--- src/rtl/iterative_multiplication.sv ---
// Signed WIDTH x WIDTH shift-and-add multiplier with valid/ready operand and result channels.
// Operands are captured independently; the product appears exactly WIDTH cycles after the last one.
module iterative_multiplication #(
  parameter int WIDTH = 8
) (
  input  logic               clk,
  input  logic               rst,
  input  logic [WIDTH-1:0]   iterative_multiplication__lhs,
  input  logic               iterative_multiplication__lhs_vld,
  output logic               iterative_multiplication__lhs_rdy,
  input  logic [WIDTH-1:0]   iterative_multiplication__rhs,
  input  logic               iterative_multiplication__rhs_vld,
  output logic               iterative_multiplication__rhs_rdy,
  output logic [2*WIDTH-1:0] iterative_multiplication__result,
  output logic               iterative_multiplication__result_vld,
  input  logic               iterative_multiplication__result_rdy
);

  localparam int CW = (WIDTH > 1) ? $clog2(WIDTH) : 1;

  localparam logic [1:0] IDLE = 2'd0;
  localparam logic [1:0] RUN  = 2'd1;
  localparam logic [1:0] DONE = 2'd2;

  logic [1:0]         state;
  logic               lhs_held, rhs_held;
  logic [WIDTH-1:0]   lhs_q, rhs_q;
  logic [WIDTH-1:0]   mag_lhs, mag_rhs;
  logic               sign;
  logic [2*WIDTH-1:0] acc, acc_next;
  logic [CW-1:0]      cnt;
  logic [2*WIDTH-1:0] result_q;
  logic               result_vld_q;

  logic               lhs_fire, rhs_fire, operands_ready;
  logic [WIDTH-1:0]   lhs_cur, rhs_cur;

  // Two's-complement magnitude as unsigned; the most negative value maps to 2^(WIDTH-1).
  function automatic logic [WIDTH-1:0] magnitude(input logic [WIDTH-1:0] v);
    return v[WIDTH-1] ? (~v + 1'b1) : v;
  endfunction

  assign iterative_multiplication__lhs_rdy    = (state == IDLE) & ~lhs_held;
  assign iterative_multiplication__rhs_rdy    = (state == IDLE) & ~rhs_held;
  assign iterative_multiplication__result     = result_q;
  assign iterative_multiplication__result_vld = result_vld_q;

  assign lhs_fire = iterative_multiplication__lhs_vld & iterative_multiplication__lhs_rdy;
  assign rhs_fire = iterative_multiplication__rhs_vld & iterative_multiplication__rhs_rdy;
  assign lhs_cur  = lhs_held ? lhs_q : iterative_multiplication__lhs;
  assign rhs_cur  = rhs_held ? rhs_q : iterative_multiplication__rhs;
  assign operands_ready = (state == IDLE) & (lhs_held | lhs_fire) & (rhs_held | rhs_fire);

  // NOTE: every variable written in always_comb gets a default first, so no latch is inferred.
  always_comb begin
    acc_next = acc;
    if (mag_rhs[cnt])
      acc_next = acc + ({{WIDTH{1'b0}}, mag_lhs} << cnt);
  end

  // NOTE: sequential state uses non-blocking assignments so all registers update from pre-edge values.
  always_ff @(posedge clk or negedge rst) begin
    if (!rst) begin
      state        <= IDLE;
      lhs_held     <= 1'b0;
      rhs_held     <= 1'b0;
      lhs_q        <= '0;
      rhs_q        <= '0;
      mag_lhs      <= '0;
      mag_rhs      <= '0;
      sign         <= 1'b0;
      acc          <= '0;
      cnt          <= '0;
      result_q     <= '0;
      result_vld_q <= 1'b0;
    end else begin
      case (state)
        IDLE: begin
          if (operands_ready) begin
            mag_lhs  <= magnitude(lhs_cur);
            mag_rhs  <= magnitude(rhs_cur);
            sign     <= lhs_cur[WIDTH-1] ^ rhs_cur[WIDTH-1];
            acc      <= '0;
            cnt      <= '0;
            lhs_held <= 1'b0;
            rhs_held <= 1'b0;
            state    <= RUN;
          end else begin
            if (lhs_fire) begin
              lhs_held <= 1'b1;
              lhs_q    <= iterative_multiplication__lhs;
            end
            if (rhs_fire) begin
              rhs_held <= 1'b1;
              rhs_q    <= iterative_multiplication__rhs;
            end
          end
        end
        RUN: begin
          acc <= acc_next;
          cnt <= cnt + CW'(1);
          if (cnt == CW'(WIDTH - 1)) begin
            // Negating a zero accumulator yields zero, so a signed zero operand is harmless.
            result_q     <= sign ? (~acc_next + 1'b1) : acc_next;
            result_vld_q <= 1'b1;
            state        <= DONE;
          end
        end
        DONE: begin
          if (iterative_multiplication__result_rdy) begin
            result_vld_q <= 1'b0;
            state        <= IDLE;
          end
        end
        default: state <= IDLE;
      endcase
    end
  end

endmodule

--- config.mk ---
export PLATFORM = sky130hd
export DESIGN_NAME = iterative_multiplication
export DESIGN_NICKNAME = d
export VERILOG_FILES = /design/src/rtl/iterative_multiplication.sv
export SDC_FILE = /design/constraint.sdc
export NUM_CORES = 1
export LEC_CHECK = 0
export CORE_UTILIZATION = 32
export CTS_CLUSTER_SIZE = 20
export DETAILED_ROUTE_END_ITERATION = 10
export DONT_BUFFER_PORTS = 1
export GPL_TIMING_DRIVEN = 0
export PLACE_DENSITY_LB_ADDON = 0.2
export RECOVER_POWER = 100
export SYNTH_ARGS = -nofsm -noshare
export SYNTH_HDL_FRONTEND = slang
export SYNTH_SLANG_ARGS = --single-unit
--- constraint.sdc ---
create_clock -name clk -period 9.8 [get_ports clk]
set_input_delay 0.49 -clock clk [delete_from_list [all_inputs] [get_ports clk]]
set_output_delay 0.49 -clock clk [all_outputs]
set_load 0.03 [all_outputs]
==> impl_metrics.json, run 1 <==
{
  "grt_start_max_net_pins": 74,
  "dp_slack_ps": 5144,
  "setup_slack_ps": 4622,
  "drtIter0Drc": 220,
  "cts_buffers": 9,
  "status": "finished with violations",
  "synth_fa_ha_area_share_pct": 5.571,
  "critPathKind": "reg -> reg",
  "worst_pin_slew_ps": 4011,
  "ys_types": 55,
  "hold_buffers": 1,
  "post_dp_cell_area_mm2": 0.005081,
  "antenna_left": 0,
  "period_needed_ps": 5178,
  "synth_nets": 564,
  "final_common_cell": "dfrtp_1",
  "fin_util_pct": 36.38,
  "fin_setup_tns_ps": 0,
  "grt_first_pass_wirelength_um": 19860,
  "cp_cell_sequence": "clkbuf_1, clkbuf_1, mux2i_1, nor3_1, ha_1, a211oi_1, o211a_1, o211ai_1, o41ai_1, nand3_4, o31ai_1, nand4_1, mux2i_1, o311ai_0",
  "ys_ff_latch": 73,
  "hold_path_class": "in -> reg",
  "cap_viol_max_count": 1,
  "clk_pin_slew_ps": 60,
  "synth_compound_area_share_pct": 17.98,
  "die_area_mm2": 0.01566,
  "synth_top_cell_area_share_pct": 37.66,
  "use_met1_pct": 20.98,
  "cp-start-kind": "flop",
  "finClkSkew_ps": 4.874,
  "synth-xor-area-share_pct": 5.597,
  "area_delta_synth_final_pct": 9.827,
  "netlist_area_mm2": 0.004851,
  "drc": 2,
  "fmax_mhz": 193.1,
  "post_cts_buffers": 0,
  "antenna_found_initial": 0,
  "crit_buf_inv": 2,
  "finalHoldViolCount": 0,
  "async_flop_share_pct": 100.0,
  "drive_above_1_share_pct": 8.178,
  "io_buffer_count": 0,
  "overflow": 0,
  "diodes": 0,
  "coreArea_mm2": 0.01464,
  "rows": 44,
  "viasPerCell": 5.400,
  "violations": "DRC, capacitance limit, slew limit",
  "critPathMaxFanout": 10,
  "dieWidth_um": 125.1,
  "yosys.area_share.simple_pct": 15.17,
  "nets": 576,
  "gp_congestion": 0.8510,
  "synth_top_family_by_area": "compound AO/OA/AOI/OAI gates",
  "endpoint_kind": "flop",
  "syn_inst": 522,
  "seq_area_frac_synth_pct": 37.66,
  "initial_core_util_pct": 33.13,
  "ctsResizeCount": 0,
  "synthFlopType": "dfrtp_1",
  "grt_pass1_vias": 3817,
  "rsz0062_at_grt": "false",
  "wl_per_cell_um": 16.88,
  "period_share_pct": 52.84,
  "wirelength_um": 12190,
  "root_buffer": "clkbuf_16",
  "synth_edf_count": 0,
  "nFillCells": 1524,
  "synth_top_cells_by_area": "dfrtp_1 (38%), mux2i_1 (7.6%), o21ai_0 (6.2%)",
  "layout_common_cells": "dfrtp_1 (73), nand2_1 (63), o21ai_0 (63)",
  "grtUsageMet2_pct": 26.39,
  "final_cell_area_mm2": 0.005328,
  "worstPathRequired_ps": 10000,
  "cts.htree.levels": 3,
  "cp.arrival_ps": 5380,
  "max_stage_delay_ps": 800,
  "cts_tree": "built",
  "dp_hpwl_um": 9314,
  "slew_viol_final": 74,
  "slowest_stage": "o41ai_1",
  "grt.total_usage_pct": 16.06,
  "num_vias": 3899,
  "clock_tree.buffer_depth": 2,
  "drt_pass1_iterations": 9,
  "yosys_warnings": 0,
  "critPathTopFamily": "compound AO/OA/AOI/OAI gates",
  "clock_latency_ps": 340,
  "die_height_um": 125.1,
  "max-slew-margin-rel_pct": -167.4,
  "syn_avg_cell_area_um2": 9.293,
  "pin_count": 40,
  "setup-violations-final": 0,
  "grt.met3_usage_pct": 3.594,
  "synth_top_area_cell": "dfrtp_1",
  "busiest_layer": "met2",
  "synthMuxAreaShare_pct": 14.68,
  "clkSinkCount": 73
}
==> logic make-up after synthesis <==
kind of cell | count (synthesis)
buffers and inverters | 39
AND/OR/NAND/NOR | 157
AO/OA/AOI/OAI | 137
XOR/XNOR | 31
adder cells (fa/ha/maj) | 21
multiplexers | 64
flip-flops | 73
==> worst paths after layout <==
check / slack, ps / depth (start not counted) / startpoint / end
setup / recovery: 4620 / 14 / cnt[0] / iterative_multiplication__result[15]
hold reg to reg: 480 / 2 / mag_rhs[3] / mag_rhs[3]
min in group asynchronous: 1530 / 1 / rst / acc[7]
hold / removal: 230 / 1 / iterative_multiplication__result_rdy / state[1]
max in group asynchronous: 5980 / 1 / rst / rhs_q[2]
setup reg to reg: 4620 / 14 / cnt[0] / iterative_multiplication__result[15]
==> cell usage after synthesis, types with 11 or more instances <==
cell type,count
a21oi_1,17
clkbuf_1,23
dfrtp_1,73
ha_1,20
inv_1,11
mux2_2,23
mux2i_1,37
nand2_1,63
nand3_1,22
nor2_1,32
o21ai_0,60
xnor2_1,16
xor2_1,15
==> final cells by class <==
class                           instances  area (um^2)  area share [%]
Buffer                                 28        105.1           1.973
Clock buffer                           11        252.7           4.744
Clock inverter                          4        51.30          0.9629
Inverter                               11        41.29          0.7750
Multi-Input combinational cell        410         2816           52.87
Sequential cell                        73         1827           34.29
Tap cell                              184        230.2           4.321
Timing Repair Buffer                    1        3.754         0.07046
==> through the flow <==
stage	cells	hold slack, ps
global placement	706	200.7
detailed placement	706	201.3
finish	722	229.7
floorplan	522	194.4
global route	722	242.5
CTS	722	52.84
==> per-layer routing <==
metal  wire length, um  vias up  share of wire (%)
met5                 0        -                  0
met1              5738     1898                 47
li1                  -     1914                  -
met4               187        0                1.5
met3               551       13                4.5
met2              5711       74                 47
==> flip-flops by register name (all words and copies together) (netlist names) <==
name and count:
lhs_q 8, iterative_multiplication__result 16, iterative_multiplication__result_vld 1, rhs_held 1, mag_rhs 8, acc 16
rhs_q 8, sign 1, state 2, lhs_held 1, cnt 3, mag_lhs 8
Power of run 1 is left out: the tool's default activity adds up to more than one toggle a clock period on the data nets, which glitch-free logic cannot reach.
==> inputs of run 2 (changes only) <==
clock period = 4.96 ns   (was 9.8 ns; I/O delays follow)
==> run 2 against run 1 <==
Compared with the run above: the flow still finishes with violations (DRC, capacitance limit, slew limit); clock skew hardly changed; critical path depth up 2; non-clock buffer count grew 2; count of clock-buffer cells in the layout unchanged; register-to-register slack got worse by 4300 ps; fmax up 13%; largest cell class unchanged.
==> impl_metrics.json, run 2 (same netlist as run 1, synthesis figures left out) <==
{
  "grt_first_pass_wirelength_um": 19870,
  "hold_path_class": "in -> reg",
  "critPathKind": "reg -> reg",
  "clock_tree.buffer_depth": 2,
  "gp_congestion": 0.8510,
  "post_cts_buffers": 0,
  "status": "finished with violations",
  "seq_area_mm2": 0.001827,
  "antenna_found_initial": 0,
  "multi_input_area_mm2": 0.002836,
  "pin_count": 40,
  "grt_start_max_net_pins": 74,
  "cp_cell_sequence": "buf_6, clkbuf_1, mux2i_1, mux2_2, mux2i_1, ha_1, clkbuf_1, a2111oi_0, o21ai_0, a21oi_1, o31ai_1, mux2_2, a211oi_1, nand4_1, mux2i_1, o311ai_1",
  "period_needed_ps": 4601,
  "grt_pass1_vias": 3819,
  "timing.hold.ws_ps": 53.58,
  "diodes": 0,
  "io_buffer_count": 0,
  "wirelength_um": 12110,
  "drc": 2,
  "wl_per_cell_um": 16.72,
  "coreArea_mm2": 0.01464,
  "area_delta_synth_final_pct": 10.96,
  "rows": 44,
  "drtIter0Drc": 241,
  "endpoint_kind": "flop",
  "initial_core_util_pct": 33.13,
  "cp-start-kind": "flop",
  "dp_hpwl_um": 9314,
  "slew_viol_final": 74,
  "setup-violations-final": 0,
  "max_stage_delay_ps": 470,
  "viasPerCell": 5.387,
  "antenna_left": 0,
  "finalHoldViolCount": 0,
  "root_buffer": "clkbuf_16",
  "crit_buf_inv": 3,
  "worst_pin_slew_ps": 3433,
  "finClkSkew_ps": 5.088,
  "fmax_mhz": 217.4,
  "cap_viol_max_count": 1,
  "startpoint": "cnt[1]",
  "critPathTopFamily": "compound AO/OA/AOI/OAI gates",
  "drt_pass1_iterations": 9,
  "clk_pin_slew_ps": 60,
  "cp_common_cell": "mux2i_1",
  "final-instance-count-excl-fill": 724,
  "final_common_cell": "dfrtp_1",
  "drive_above_1_share_pct": 8.519,
  "fin_setup_tns_ps": 0,
  "worstPathRequired_ps": 5160,
  "nFillCells": 1522,
  "overflow": 0,
  "dieWidth_um": 125.1,
  "cp.arrival_ps": 4810,
  "clock_latency_ps": 340,
  "die_area_mm2": 0.01566,
  "cts_buffers": 9,
  "violations": "DRC, capacitance limit, slew limit",
  "slowest_stage": "a2111oi_0",
  "clkSinkCount": 73,
  "critPathMaxFanout": 10,
  "rsz0062_at_grt": "false",
  "rr_startpoint": "cnt[1]",
  "nets": 578,
  "grt.total_usage_pct": 16.07,
  "cts_tree": "built",
  "max-slew-margin-rel_pct": -128.9,
  "worstHoldStart": "iterative_multiplication__rhs[6]",
  "cts.htree.levels": 3,
  "period_share_pct": 92.76,
  "layout_common_cells": "dfrtp_1 (73), nand2_1 (63), o21ai_0 (63)",
  "dp_cells": 706,
  "num_vias": 3900,
  "die_height_um": 125.1
}
-- run 2: path summary, 6_finish.rpt --
path	slack [ps]	depth (start not counted)	end
min in group asynchronous	1820	2	acc[7]
worst min-delay path	50	1	rhs_q[6]
worst min register to register	480	2	mag_rhs[3]
max in group asynchronous	1160	2	rhs_q[2]
worst max-delay path	360	16	iterative_multiplication__result[15]
worst max register to register	360	16	iterative_multiplication__result[15]
-- run 2: repair_timing --
item / 4_1_cts / 5_1_grt
resized for setup: 0 / 2
setup endpoints to repair: 0 / 1
hold buffers: 3 / 0
hold endpoints to repair: 74 / 0
-- run 2: metal layers --
layer | global-route usage, % | part of all wire (%)
met5 | 0 | 0
met4 | 5.022 | 1.2
met3 | 3.594 | 4.3
met2 | 26.39 | 48
met1 | 21.00 | 47
-- run 2: layout make-up --
cell class / instances / area share [%]
Sequential cell: 73 / 33.94
Tap cell: 184 / 4.277
Buffer: 28 / 2.115
Clock inverter: 4 / 0.9530
Clock buffer: 11 / 4.695
Inverter: 11 / 0.7671
Multi-Input combinational cell: 410 / 52.70
Timing Repair Buffer: 3 / 0.5579
-- run 2: stage by stage --
step                cell area [um^2]  worst slack [ps]  util, %
floorplan                       4851              1194        -
global placement                5081             400.9    34.70
detailed placement              5081             304.2    34.70
CTS                             5433             296.2    37.10
global route                    5383             42.78    36.76
finish                          5383             359.3    36.76
Power of run 2 is left out for the same reason.
==> inputs of run 3 (changes only) <==
CORE_UTILIZATION = 60   (was 32)
==> run 3 against run 2 <==
Compared with the run above: the flow finishes with violations (capacitance limit, slew limit); clock skew rose by 11 ps; worst setup slack better by 14 ps; count of clock-buffer cells in the layout down 1; via count grew 0.26%; critical path depth decreased by 2; global-route usage up 12 points; core utilization rose by 30 points; die area decreased by 46%; critical path type unchanged; critical endpoint unchanged; largest cell class unchanged.
==> impl_metrics.json, run 3 (same netlist as run 1, synthesis figures left out) <==
{
  "status": "finished with violations",
  "violations": "capacitance limit, slew limit",
  "dp_hpwl_um": 8341,
  "pin_count": 40,
  "viasPerCell": 6.090,
  "diodes": 0,
  "drive_above_1_share_pct": 8.889,
  "initial_core_util_pct": 62.45,
  "dp_cells": 624,
  "grt_start_max_net_pins": 74,
  "fin_util_pct": 66.82,
  "clk_pin_slew_ps": 90,
  "cts.htree.levels": 3,
  "fin_setup_tns_ps": 0,
  "slew_viol_final": 74,
  "reg2reg_depth": 14,
  "cp_cell_sequence": "clkbuf_2, clkbuf_1, mux2i_1, nor3_1, ha_1, a211oi_1, or4b_2, o2111ai_1, o41ai_4, nand3_4, o31ai_1, nand4_1, mux2i_1, o311ai_0",
  "die_area_mm2": 0.008448,
  "period_share_pct": 92.48,
  "critPathKind": "reg -> reg",
  "drtIter0Drc": 174,
  "grt_first_pass_wirelength_um": 18410,
  "wl_per_cell_um": 17.28,
  "hold_path_end": "lhs_q[0]",
  "period_needed_ps": 4587,
  "cp-start-kind": "flop",
  "critPathTopFamily": "compound AO/OA/AOI/OAI gates",
  "rsz0062_at_grt": "false",
  "grt_pass1_vias": 3944,
  "worstPathRequired_ps": 5170,
  "io_buffer_count": 0,
  "reg2reg_slack_ps": 370,
  "gp_congestion": 0.9015,
  "grt.total_usage_pct": 27.98,
  "rows": 32,
  "overflow": 0,
  "drc": 0,
  "worst_pin_slew_ps": 3923,
  "fmax_mhz": 218.0,
  "root_buffer": "clkbuf_8",
  "cts_buffers": 9,
  "nets": 577,
  "cp.arrival_ps": 4790,
  "max-slew-margin-rel_pct": -161.6,
  "antenna_left": 0,
  "final_cell_area_mm2": 0.005190,
  "whs_path_depth": 1,
  "rr_startpoint": "cnt[0]",
  "post_dp_cell_area_mm2": 0.004979,
  "layout_common_cells": "dfrtp_1 (73), nand2_1 (63), o21ai_0 (63)",
  "max_stage_delay_ps": 530,
  "worstHoldStart": "iterative_multiplication__lhs[0]",
  "cap_viol_max_count": 1,
  "critPathMaxFanout": 10,
  "clock_latency_ps": 350,
  "reg2reg_to": "iterative_multiplication__result[15]",
  "clock_tree.buffer_depth": 2,
  "slowest_stage": "o41ai_4",
  "finalHoldViolCount": 0,
  "finClkSkew_ps": 16.02,
  "endpoint_kind": "flop",
  "cts_tree": "built",
  "final_common_cell": "dfrtp_1",
  "hold_path_class": "in -> reg",
  "area_delta_synth_final_pct": 6.990,
  "cp_common_cell": "mux2i_1",
  "coreArea_mm2": 0.007767,
  "wirelength_um": 11100,
  "drt_pass1_iterations": 4,
  "clkSinkCount": 73,
  "final-instance-count-excl-fill": 642,
  "setup-violations-final": 0,
  "antenna_found_initial": 0,
  "die_height_um": 91.92,
  "crit_buf_inv": 2,
  "dieWidth_um": 91.92,
  "num_vias": 3910
}
[run 3: changes by cell type in the layout (fill, tap and decap cells not counted), sizes merged]
cell and change:
buf +1, inv +1, clkbuf -2, clkdlybuf4s25 -1, bufinv +1
[run 3: worst max-delay path by stage]
stage | startpoint | to | depth (start not counted)
global route | cnt[0] | iterative_multiplication__result[15] | 15
floorplan | cnt[0] | iterative_multiplication__result[15] | 14
CTS | cnt[0] | iterative_multiplication__result[15] | 14
global placement | cnt[0] | iterative_multiplication__result[15] | 14
finish | cnt[0] | iterative_multiplication__result[15] | 14
detailed placement | cnt[0] | iterative_multiplication__result[15] | 14
[run 3: what timing repair did]
action | 4_1_cts | 5_1_grt
buffers inserted | 0 | 0
resized for setup | 0 | 2
hold buffers | 3 | 0
setup endpoints to repair | 0 | 1
endpoints found under the hold margin | 74 | 0
[run 3: layout make-up]
type                       instances  area, um^2
buffer                            27       117.6
clock buffer                      10       127.6
clock inverter                     6       90.09
fill                             642        2577
inverter                          11       41.29
multi-input combinational        410        2835
sequential                        73        1827
tap                              102       127.6
timing repair buffer               3       23.77
[run 3: routing by layer]
metal | global-route usage, % | share of wire (%) | up-vias
met3 | 5.307 | 3.5 | 24
met4 | 9.766 | 2.3 | 0
li1 | - | - | 1927
met2 | 48.63 | 50 | 74
met1 | 34.76 | 44 | 1885
met5 | 0 | 0 | -
[run 3: through the flow]
step / worst slack (ps) / hold slack [ps]
finish: 373.1 / 39.43
global route: 132.5 / 17.61
CTS: 414.0 / 31.95
detailed placement: 396.3 / -44.83
global placement: 548.8 / -41.95
floorplan: 1194 / -47.59
Power of run 3 is left out for the same reason.
